### src/rtl/song_reader_if.sv
// ---------------------------------------------------------------------------
// song_reader_if -- bus between the song reader and its synchronous song ROM.
//
// Signals
//   rom_addr  reader -> ROM   word address
//   rom_dout  ROM -> reader   16-bit song word
//
// Transfer contract (there is no valid/ready pair on this bus): the ROM
// always accepts rom_addr and returns the word for it on rom_dout exactly one
// clock cycle later. The reader never stalls the ROM and the ROM never
// stalls the reader, so the fixed one-cycle latency is the whole protocol.
//
// Modports
//   master  the song reader (drives rom_addr)
//   slave   the ROM         (drives rom_dout)
// ---------------------------------------------------------------------------
interface song_reader_if #(
    parameter int ADDR_W = 6
);
    logic [ADDR_W-1:0] rom_addr;
    logic [15:0]       rom_dout;

    modport master (output rom_addr, input  rom_dout);
    modport slave  (input  rom_addr, output rom_dout);
endinterface

### src/rtl/song_reader.sv
// ---------------------------------------------------------------------------
// song_reader -- walks a song stored in a synchronous ROM and presents the
// note currently sounding.
//
// Song word: [15] end-of-song, [14:9] note code, [8:0] duration in beats.
// One beat lasts BEAT_CYCLES clock cycles while play is high.
//
// Ports
//   clk           clock, all state changes on the rising edge
//   rst_n         asynchronous active-low reset
//   play          level: 1 advances through the song, 0 pauses inside a note
//   restart       one-cycle pulse: back to address 0 and idle
//   rom           ROM bus (master side): rom_addr out, rom_dout in
//   current_addr  address of the note now sounding
//   note          note code now sounding
//   note_valid    note/current_addr describe a sounding note
//   new_note      one-cycle pulse on the first cycle of each note
//   song_done     end-of-song word reached
//   state_dbg     current FSM state encoding, for observation only
//
// Every output comes straight from a register.
// ---------------------------------------------------------------------------
module song_reader #(
    parameter int BEAT_CYCLES = 1000,
    parameter int ADDR_W      = 6
) (
    input  logic              clk,
    input  logic              rst_n,
    input  logic              play,
    input  logic              restart,
    song_reader_if.master     rom,
    output logic [ADDR_W-1:0] current_addr,
    output logic [5:0]        note,
    output logic              note_valid,
    output logic              new_note,
    output logic              song_done,
    output logic [2:0]        state_dbg
);

    typedef enum logic [2:0] {
        IDLE   = 3'd0,
        FETCH  = 3'd1,
        DECODE = 3'd2,
        PLAY   = 3'd3,
        DONE   = 3'd4
    } state_t;

    localparam logic [15:0] BEAT_LAST = 16'(BEAT_CYCLES - 1);

    state_t            state, state_n;
    logic [ADDR_W-1:0] fetch_addr, fetch_addr_n;
    logic [ADDR_W-1:0] cur_addr_n;
    logic [5:0]        note_n;
    logic              note_valid_n, new_note_n, song_done_n;
    logic [15:0]       beat_cnt, beat_n;
    logic [8:0]        dur_cnt, dur_n;

    always_ff @(posedge clk or negedge rst_n) begin
        if (!rst_n) begin
            state        <= IDLE;
            fetch_addr   <= '0;
            current_addr <= '0;
            note         <= '0;
            note_valid   <= 1'b0;
            new_note     <= 1'b0;
            song_done    <= 1'b0;
            beat_cnt     <= '0;
            dur_cnt      <= '0;
        end else begin
            state        <= state_n;
            fetch_addr   <= fetch_addr_n;
            current_addr <= cur_addr_n;
            note         <= note_n;
            note_valid   <= note_valid_n;
            new_note     <= new_note_n;
            song_done    <= song_done_n;
            beat_cnt     <= beat_n;
            dur_cnt      <= dur_n;
        end
    end

    always_comb begin
        state_n      = state;
        fetch_addr_n = fetch_addr;
        cur_addr_n   = current_addr;
        note_n       = note;
        note_valid_n = note_valid;
        new_note_n   = 1'b0;
        song_done_n  = song_done;
        beat_n       = beat_cnt;
        dur_n        = dur_cnt;

        if (restart) begin
            state_n      = IDLE;
            fetch_addr_n = '0;
            cur_addr_n   = '0;
            note_n       = '0;
            note_valid_n = 1'b0;
            song_done_n  = 1'b0;
            beat_n       = '0;
            dur_n        = '0;
        end else begin
            unique case (state)
                IDLE: begin
                    if (play) state_n = FETCH;
                end
                // FETCH and DECODE ignore play: a pause only bites in PLAY.
                FETCH: state_n = DECODE;
                DECODE: begin
                    if (rom.rom_dout[15]) begin
                        state_n      = DONE;
                        song_done_n  = 1'b1;
                        note_valid_n = 1'b0;
                    end else if (rom.rom_dout[8:0] == 9'd0) begin
                        // Zero-length entry: skip it without sounding anything.
                        fetch_addr_n = fetch_addr + 1'b1;
                        state_n      = FETCH;
                    end else begin
                        note_n       = rom.rom_dout[14:9];
                        cur_addr_n   = fetch_addr;
                        note_valid_n = 1'b1;
                        new_note_n   = 1'b1;
                        beat_n       = '0;
                        dur_n        = rom.rom_dout[8:0];
                        state_n      = PLAY;
                    end
                end
                PLAY: begin
                    if (play) begin
                        if (beat_cnt == BEAT_LAST) begin
                            beat_n = '0;
                            if (dur_cnt == 9'd1) begin
                                // Last beat done; the old note stays visible
                                // through the next FETCH/DECODE.
                                dur_n        = '0;
                                fetch_addr_n = fetch_addr + 1'b1;
                                state_n      = FETCH;
                            end else begin
                                dur_n = dur_cnt - 1'b1;
                            end
                        end else begin
                            beat_n = beat_cnt + 16'd1;
                        end
                    end
                end
                DONE: state_n = DONE;
                default: state_n = IDLE;
            endcase
        end
    end

    assign rom.rom_addr = fetch_addr;
    assign state_dbg    = state;

endmodule

### src/flat_wrapper.sv
// flat-port wrapper written by rule: the top's interface ports become plain ports
module song_reader_flat 
#(
    parameter int BEAT_CYCLES = 1000,
    parameter int ADDR_W      = 6
)
  (clk, rst_n, play, restart, current_addr, note, note_valid, new_note, song_done, state_dbg, rom_rom_addr, rom_rom_dout);
  song_reader_if #(.ADDR_W(ADDR_W)) rom_i ();
  input  logic clk;
  input  logic rst_n;
  input  logic play;
  input  logic restart;
  output logic [ADDR_W-1:0] current_addr;
  output logic [5:0] note;
  output logic note_valid;
  output logic new_note;
  output logic song_done;
  output logic [2:0] state_dbg;
  output wire logic [$bits(rom_i.rom_addr)-1:0] rom_rom_addr;
  input wire logic [$bits(rom_i.rom_dout)-1:0] rom_rom_dout;
  assign rom_rom_addr = rom_i.rom_addr;
  assign rom_i.rom_dout = rom_rom_dout;
  song_reader #(.BEAT_CYCLES(BEAT_CYCLES), .ADDR_W(ADDR_W)) u_core (.clk(clk), .rst_n(rst_n), .play(play), .restart(restart), .rom(rom_i), .current_addr(current_addr), .note(note), .note_valid(note_valid), .new_note(new_note), .song_done(song_done), .state_dbg(state_dbg));
endmodule
### config.mk
export PLATFORM = sky130hd
export DESIGN_NAME = song_reader_flat
export DESIGN_NICKNAME = d
export VERILOG_FILES = /design/src/rtl/song_reader_if.sv /design/src/rtl/song_reader.sv /design/src/flat_wrapper.sv
export SDC_FILE = /design/constraint.sdc
export NUM_CORES = 1
export LEC_CHECK = 0
export ABC_AREA = 1
export BUFFER_PORTS_ARGS = -buffer_cell sky130_fd_sc_hd__buf_4
export CAP_MARGIN = 5
export CORE_ASPECT_RATIO = 2
export CORE_MARGIN = 2
export CORE_UTILIZATION = 50
export DETAILED_ROUTE_END_ITERATION = 12
export HOLD_SLACK_MARGIN = 0.08
export PLACE_DENSITY = 0.74
export SETUP_SLACK_MARGIN = 0.3
export SYNTH_ARGS = -nofsm -noshare
export SYNTH_HDL_FRONTEND = slang
export SYNTH_SLANG_ARGS = --single-unit
### constraint.sdc
create_clock -name clk -period 1.6 [get_ports clk]
set_input_delay 0.08 -clock clk [delete_from_list [all_inputs] [get_ports clk]]
set_output_delay 0.08 -clock clk [all_outputs]
set_load 0.01 [all_outputs]
# After elaboration in Yosys (flattened, before gate mapping)
# Index checks and enable logic that the tools add are counted.
# totals
input_bits	20
regBits	49
# classes
eq_ne	16
n_mux	47
n_reduce_logical	12
n_addsub	3
# ops
operator	n
two-way mux 6 bit	14
two-way mux 16 bit	5
two-way mux 9 bit	6
case mux 16 bit (2 select lines)	1
two-way mux 3 bit	6
case mux 9 bit (2 select lines)	1
adder 16 x 1 -> 16 bit (second input constant)	1
equality test 16 x 10 -> 1 bit (second input constant)	1
!= test 3 bit (second input constant)	5
case mux 3 bit (5 select lines)	1
case mux 6 bit (2 select lines)	1
two-way mux 1 bit	11
equality test 9 x 1 -> 1 bit (second input constant)	1
logical NOT 9 bit	1
!= test 3 x 2 -> 1 bit (second input constant)	3
subtractor 9 x 1 -> 9 bit (second input constant)	1
AND reduction 4 bit	2
adder 6 x 1 -> 6 bit (second input constant)	1
equality test 3 x 2 -> 1 bit (second input constant)	2
AND reduction 6 bit	1
AND reduction 5 bit	1
!= test 2 bit (second input constant)	2
AND reduction 2 bit	2
nonzero test 2 bit	2
6 further kinds	6

# Logic depth before layout (Yosys ltp)
# depth
depth_word	6
ltp_mapped	11
depth_no_buf	11

# Worst setup path after synthesis
# Ideal clock, no wire load.
# synth_timing
path_type	register to register
from	reg u_core.beat_cnt[0]
to	reg u_core.dur_cnt[1]
path_slack_ns	0.040
n_path_buf	1
stages_incl_launch_ff	10
setup_time_ns	0.124
period_less_slack_ns	1.560
required_time_ns	1.476
arrival_ns	1.436
path_cell_list	dfrtp_1 -> ha_1 -> nand3_1 -> nor2_1 -> nand2_2 -> nand2_1 -> nand3_4 -> buf_6 -> nand2_1 -> o21ai_1
# synth_between
elab_chain_cells	3
# synth_rtl
element	line_no	rtl
start: declaration	song_reader.sv:55	logic [15:0] beat_cnt, beat_n;
start signal: assignment	song_reader.sv:77	beat_cnt <= beat_n;
equality test 16 x 10 -> 1 bit	song_reader.sv:130	if (beat_cnt == BEAT_LAST) begin
!= test 3 x 2 -> 1 bit (no source line)	n/a	
AND reduction 5 bit (no source line)	n/a	
end signal: assignment	song_reader.sv:78	dur_cnt <= dur_n;
end: declaration	song_reader.sv:56	logic [8:0] dur_cnt, dur_n;
# No other way between the ends.
# A chain may end at the register's enable or synchronous reset.

# Worst setup path after layout
# layout_timing
from	reg u_core.state[0] (netlist: u_core.state_dbg[0])
to	reg u_core.fetch_addr[0] (netlist: u_core.rom.rom_addr[0])
# layout_between
elab_chain_cells	3
word_cells_on_any_way	11
cone_classes	7 x eq/ne; 2 x mux; 2 x reduce/logical
# layout_rtl
element	line_no	rtl
start: declaration	song_reader.sv:50	state_t state, state_n;
start signal: assignment	song_reader.sv:70	state <= state_n;
equality test 3 x 2 -> 1 bit	song_reader.sv:103	unique case (state)
!= test 3 x 2 -> 1 bit (no source line) (tied with other cells)	n/a	
AND reduction 6 bit (no source line) / two-way mux 6 bit (equally long branches)	n/a	
end signal: assignment	song_reader.sv:71	fetch_addr <= fetch_addr_n;
end: declaration	song_reader.sv:51	logic [ADDR_W-1:0] fetch_addr, fetch_addr_n;
# Several ways; a longest one is shown, not always the timed one.

==> impl_results.md <==
- Status: complete, but fails checks
- Failing checks: negative setup slack
- First-pass GRT wire length: 14.8 mm
- Final setup viols: 4
- Cells after Synth: 448
- Initial antenna violation count: 0
- Final Max Slew Viols: 0
- Crit. End Element: register
- Reg clk slew, reported paths: roughly 0.070 ns
- Dpl cell area: approximately 0.0037 mm2
- Avg Vias per Cell: approximately 5.5
- Max Fclk: slightly above 0.6 GHz
- CTS Buffer Depth: 2
- Max cap viols: 0
- Share of the synthesized area in the top cell type: between 30 and 40%
- Initial DRC Count: approximately 270
- CORE AREA: between 0.006 and 0.007 mm2
- CTS sink cnt: 49
- CTS tree: yes
- Startpoint types: register
- PD cells: 1240 mW/mm2
- Layout cells sized above 1: 36.9%
- Most frequent cells in the layout: nand2_1 (143), buf_4 (84), nor2_1 (48), dfrtp_1 (41), nand3_1 (33)
- Worst-margin pin slew: roughly 0.64 ns
- DRT Pass-1 Iters: 5
- Worst VDD drop: roughly 1.1 mV
- Area growth from synthesis to layout: 43.7%
- Drt drc: 0
- Sequential element share of the synthesized area: slightly below 40%
- Die width: 60.4 um
- DRT antenna net count: 0
- Mean Syn Cell Area: between 7 and 8 um2
- Final Cycle Share: 102%
- Final TNS setup: -0.0593 ns
- DPL Wire Length: 5.89 mm
- Via count: ~3.5k
- Hold Path Cell Cnt: 2
- Overall Global Routing Usage: ~28%
- Initial cell density of the core: ~50%
- I/O pin cnt: 44
- Die Ht: 117 um
- Fin nets: ~570
- Htree depth: 2
- Synth warnings: 0
- Worst-Skew Late Latency: around 0.3 ns
- Die ar.: around 0.007 mm2
- Maximum fanout along the worst path: 6
- Number of buffers added on ports: between 40 and 50
- DRT Wirelength: around 10 mm
- Cell row count: between 40 and 50
- Critical path class: register to register
- Design Area, Final: between 0.004 and 0.005 mm2
- Number of buffers created by CTS: 5
- DR WL/cell: 16.0 um
- CP arrival: between 1.5 and 2 ns
- Crit path time final: roughly 1.6 ns
- Post-synth top area cell: dfrtp_1
- Leak: 0.00220 uW
- Worst Path Required: ~1.8 ns
- Largest net degree at the start of global routing: 50
- #FFs+latches synth: between 40 and 50
- Max Clock Skew: approximately 0.0038 ns
- DP Cell Count: 585
- Slew HR: 57.4%
- Syn_nets: 472
- Commonest non-fill, non-tap cell in the layout: nand2_1
- Clk root buf: clkbuf_16
- Final hold viol count: 0
- FILL cells: around 460
- Reg2reg path depth: 9
- RePlAce Congestion: just under 0.9
- GRT Residual Overflow: 0
- Synth unique cells: 36
- Post-synthesis instance area: about 0.0032 mm2
- Final worst setup slack: -0.0308 ns
- HP Class: input pin to register
- Pwr Total: roughly 5700 uW
- Post-Layout Cell Count: ~640
- Number of diodes: 0
- RSZ-0062 raised after global routing: yes
- Vias in the first global route: approximately 3.1k
- Area contributors post-synth: dfrtp_1 (39%), nand2_1 (19%), nand3_1 (7.4%)
==> synth_stat cells <==
cell      number
a21oi_1        2
a21oi_2        1
buf_12         1
buf_2          6
buf_4          3
buf_6          1
clkbuf_1       2
dfrtp_1       49
ha_1           4
inv_1         31
inv_2          3
inv_6          1
nand2_1      162
nand2_2        4
nand2_4        2
nand2_8        1
nand3_1       47
nand3_2       12
nand3_4        1
nand3b_1       1
nand4_1        9
nor2_1        59
nor2_2         4
nor2_4         2
nor2_8         1
nor3_1         3
o211ai_1       1
o21a_1         1
o21ai_0       13
o21ai_1        6
o21ai_2        1
o21ai_4        1
o21bai_1       3
o22ai_1        1
xnor2_1        3
xor2_1         6
==> routing by layer <==
metal	global-route usage, %	wire length, um
met1	33.8	3900
met5	0	0
met2	49.9	5420
met3	3.85	507
met4	9.63	350
==> timing repair <==
item	4_1_cts	5_1_grt
endpoints found under the hold margin	55	0
pin swaps	20	18
setup endpoints to repair	47	48
hold buffers	7	0
cloned	1	1
gates resized for setup	39	43
buffers inserted	20	14
==> registers in the layout (all words and copies together) (netlist names) <==
signal	count
u_core.dur_cnt	9
u_core.rom.rom_addr	6
u_core.note	6
u_core.beat_cnt	16
u_core.song_done	1
u_core.state_dbg	3
u_core.note_valid	1
u_core.current_addr	6
u_core.new_note	1
==> stage by stage <==
step	setup slack [ns]	hold slack, ns	util, %
after detailed placement	0.0205	0.144	60.2
final	-0.0308	0.102	73.7
after global routing	-0.0773	0.111	73.7
after global placement	0.0346	0.145	60.2
after floorplan	0.170	-0.216	-
after CTS	0.102	0.125	69.0
==> final timing paths <==
check	from	to	slack, ns
worst min register to register	u_core.song_done	u_core.song_done	0.50
worst max register to register	u_core.state_dbg[0]	u_core.rom.rom_addr[0]	-0.03
min in group asynchronous	rst_n	u_core.note[2]	0.35
worst max-delay path	u_core.state_dbg[0]	u_core.rom.rom_addr[0]	-0.03
worst min-delay path	restart	u_core.note_valid	0.10
max in group asynchronous	rst_n	u_core.beat_cnt[2]	0.78
==> critical path, stage by stage, from the launching register on <==
cell and delay, ns:
dfrtp_2 0.48, inv_2 0.11, nand3_4 0.09, nand3_4 0.11, buf_4 0.12, nand3_2 0.08
a21oi_4 0.22, nand2_4 0.12, nand2_1 0.10, nand2_1 0.07
==> cell type report <==
type	instances	area, um2	area share (%)
Tap cell	86	108	2.35
Inverter	35	149	3.26
Multi-Input combinational cell	352	2000	43.7
Sequential cell	49	1240	27.0
Clock inverter	2	38.8	0.848
Timing Repair Buffer	105	901	19.7
Clock buffer	6	129	2.82
Timing Repair inverter	1	11.3	0.246
==> where the power goes <==
part	internal, uW	switching (uW)
Combinational	1200	1530
Clock	741	474
Sequential	1430	279
Total	3370	2290
==> logic make-up (layout without fill, tap and decap cells) <==
family | count (synthesis) | in the layout | share of synthesized area [%]
compound gates | 30 | 30 | 5.74
xor+xnor | 9 | 9 | 2.48
fa+ha+maj | 4 | 4 | 1.57
buf+inv | 48 | 149 | 7.16
flops | 49 | 49 | 38.5
simple gates | 308 | 309 | 44.5
Note: power is estimated with default switching activity, not from simulation.
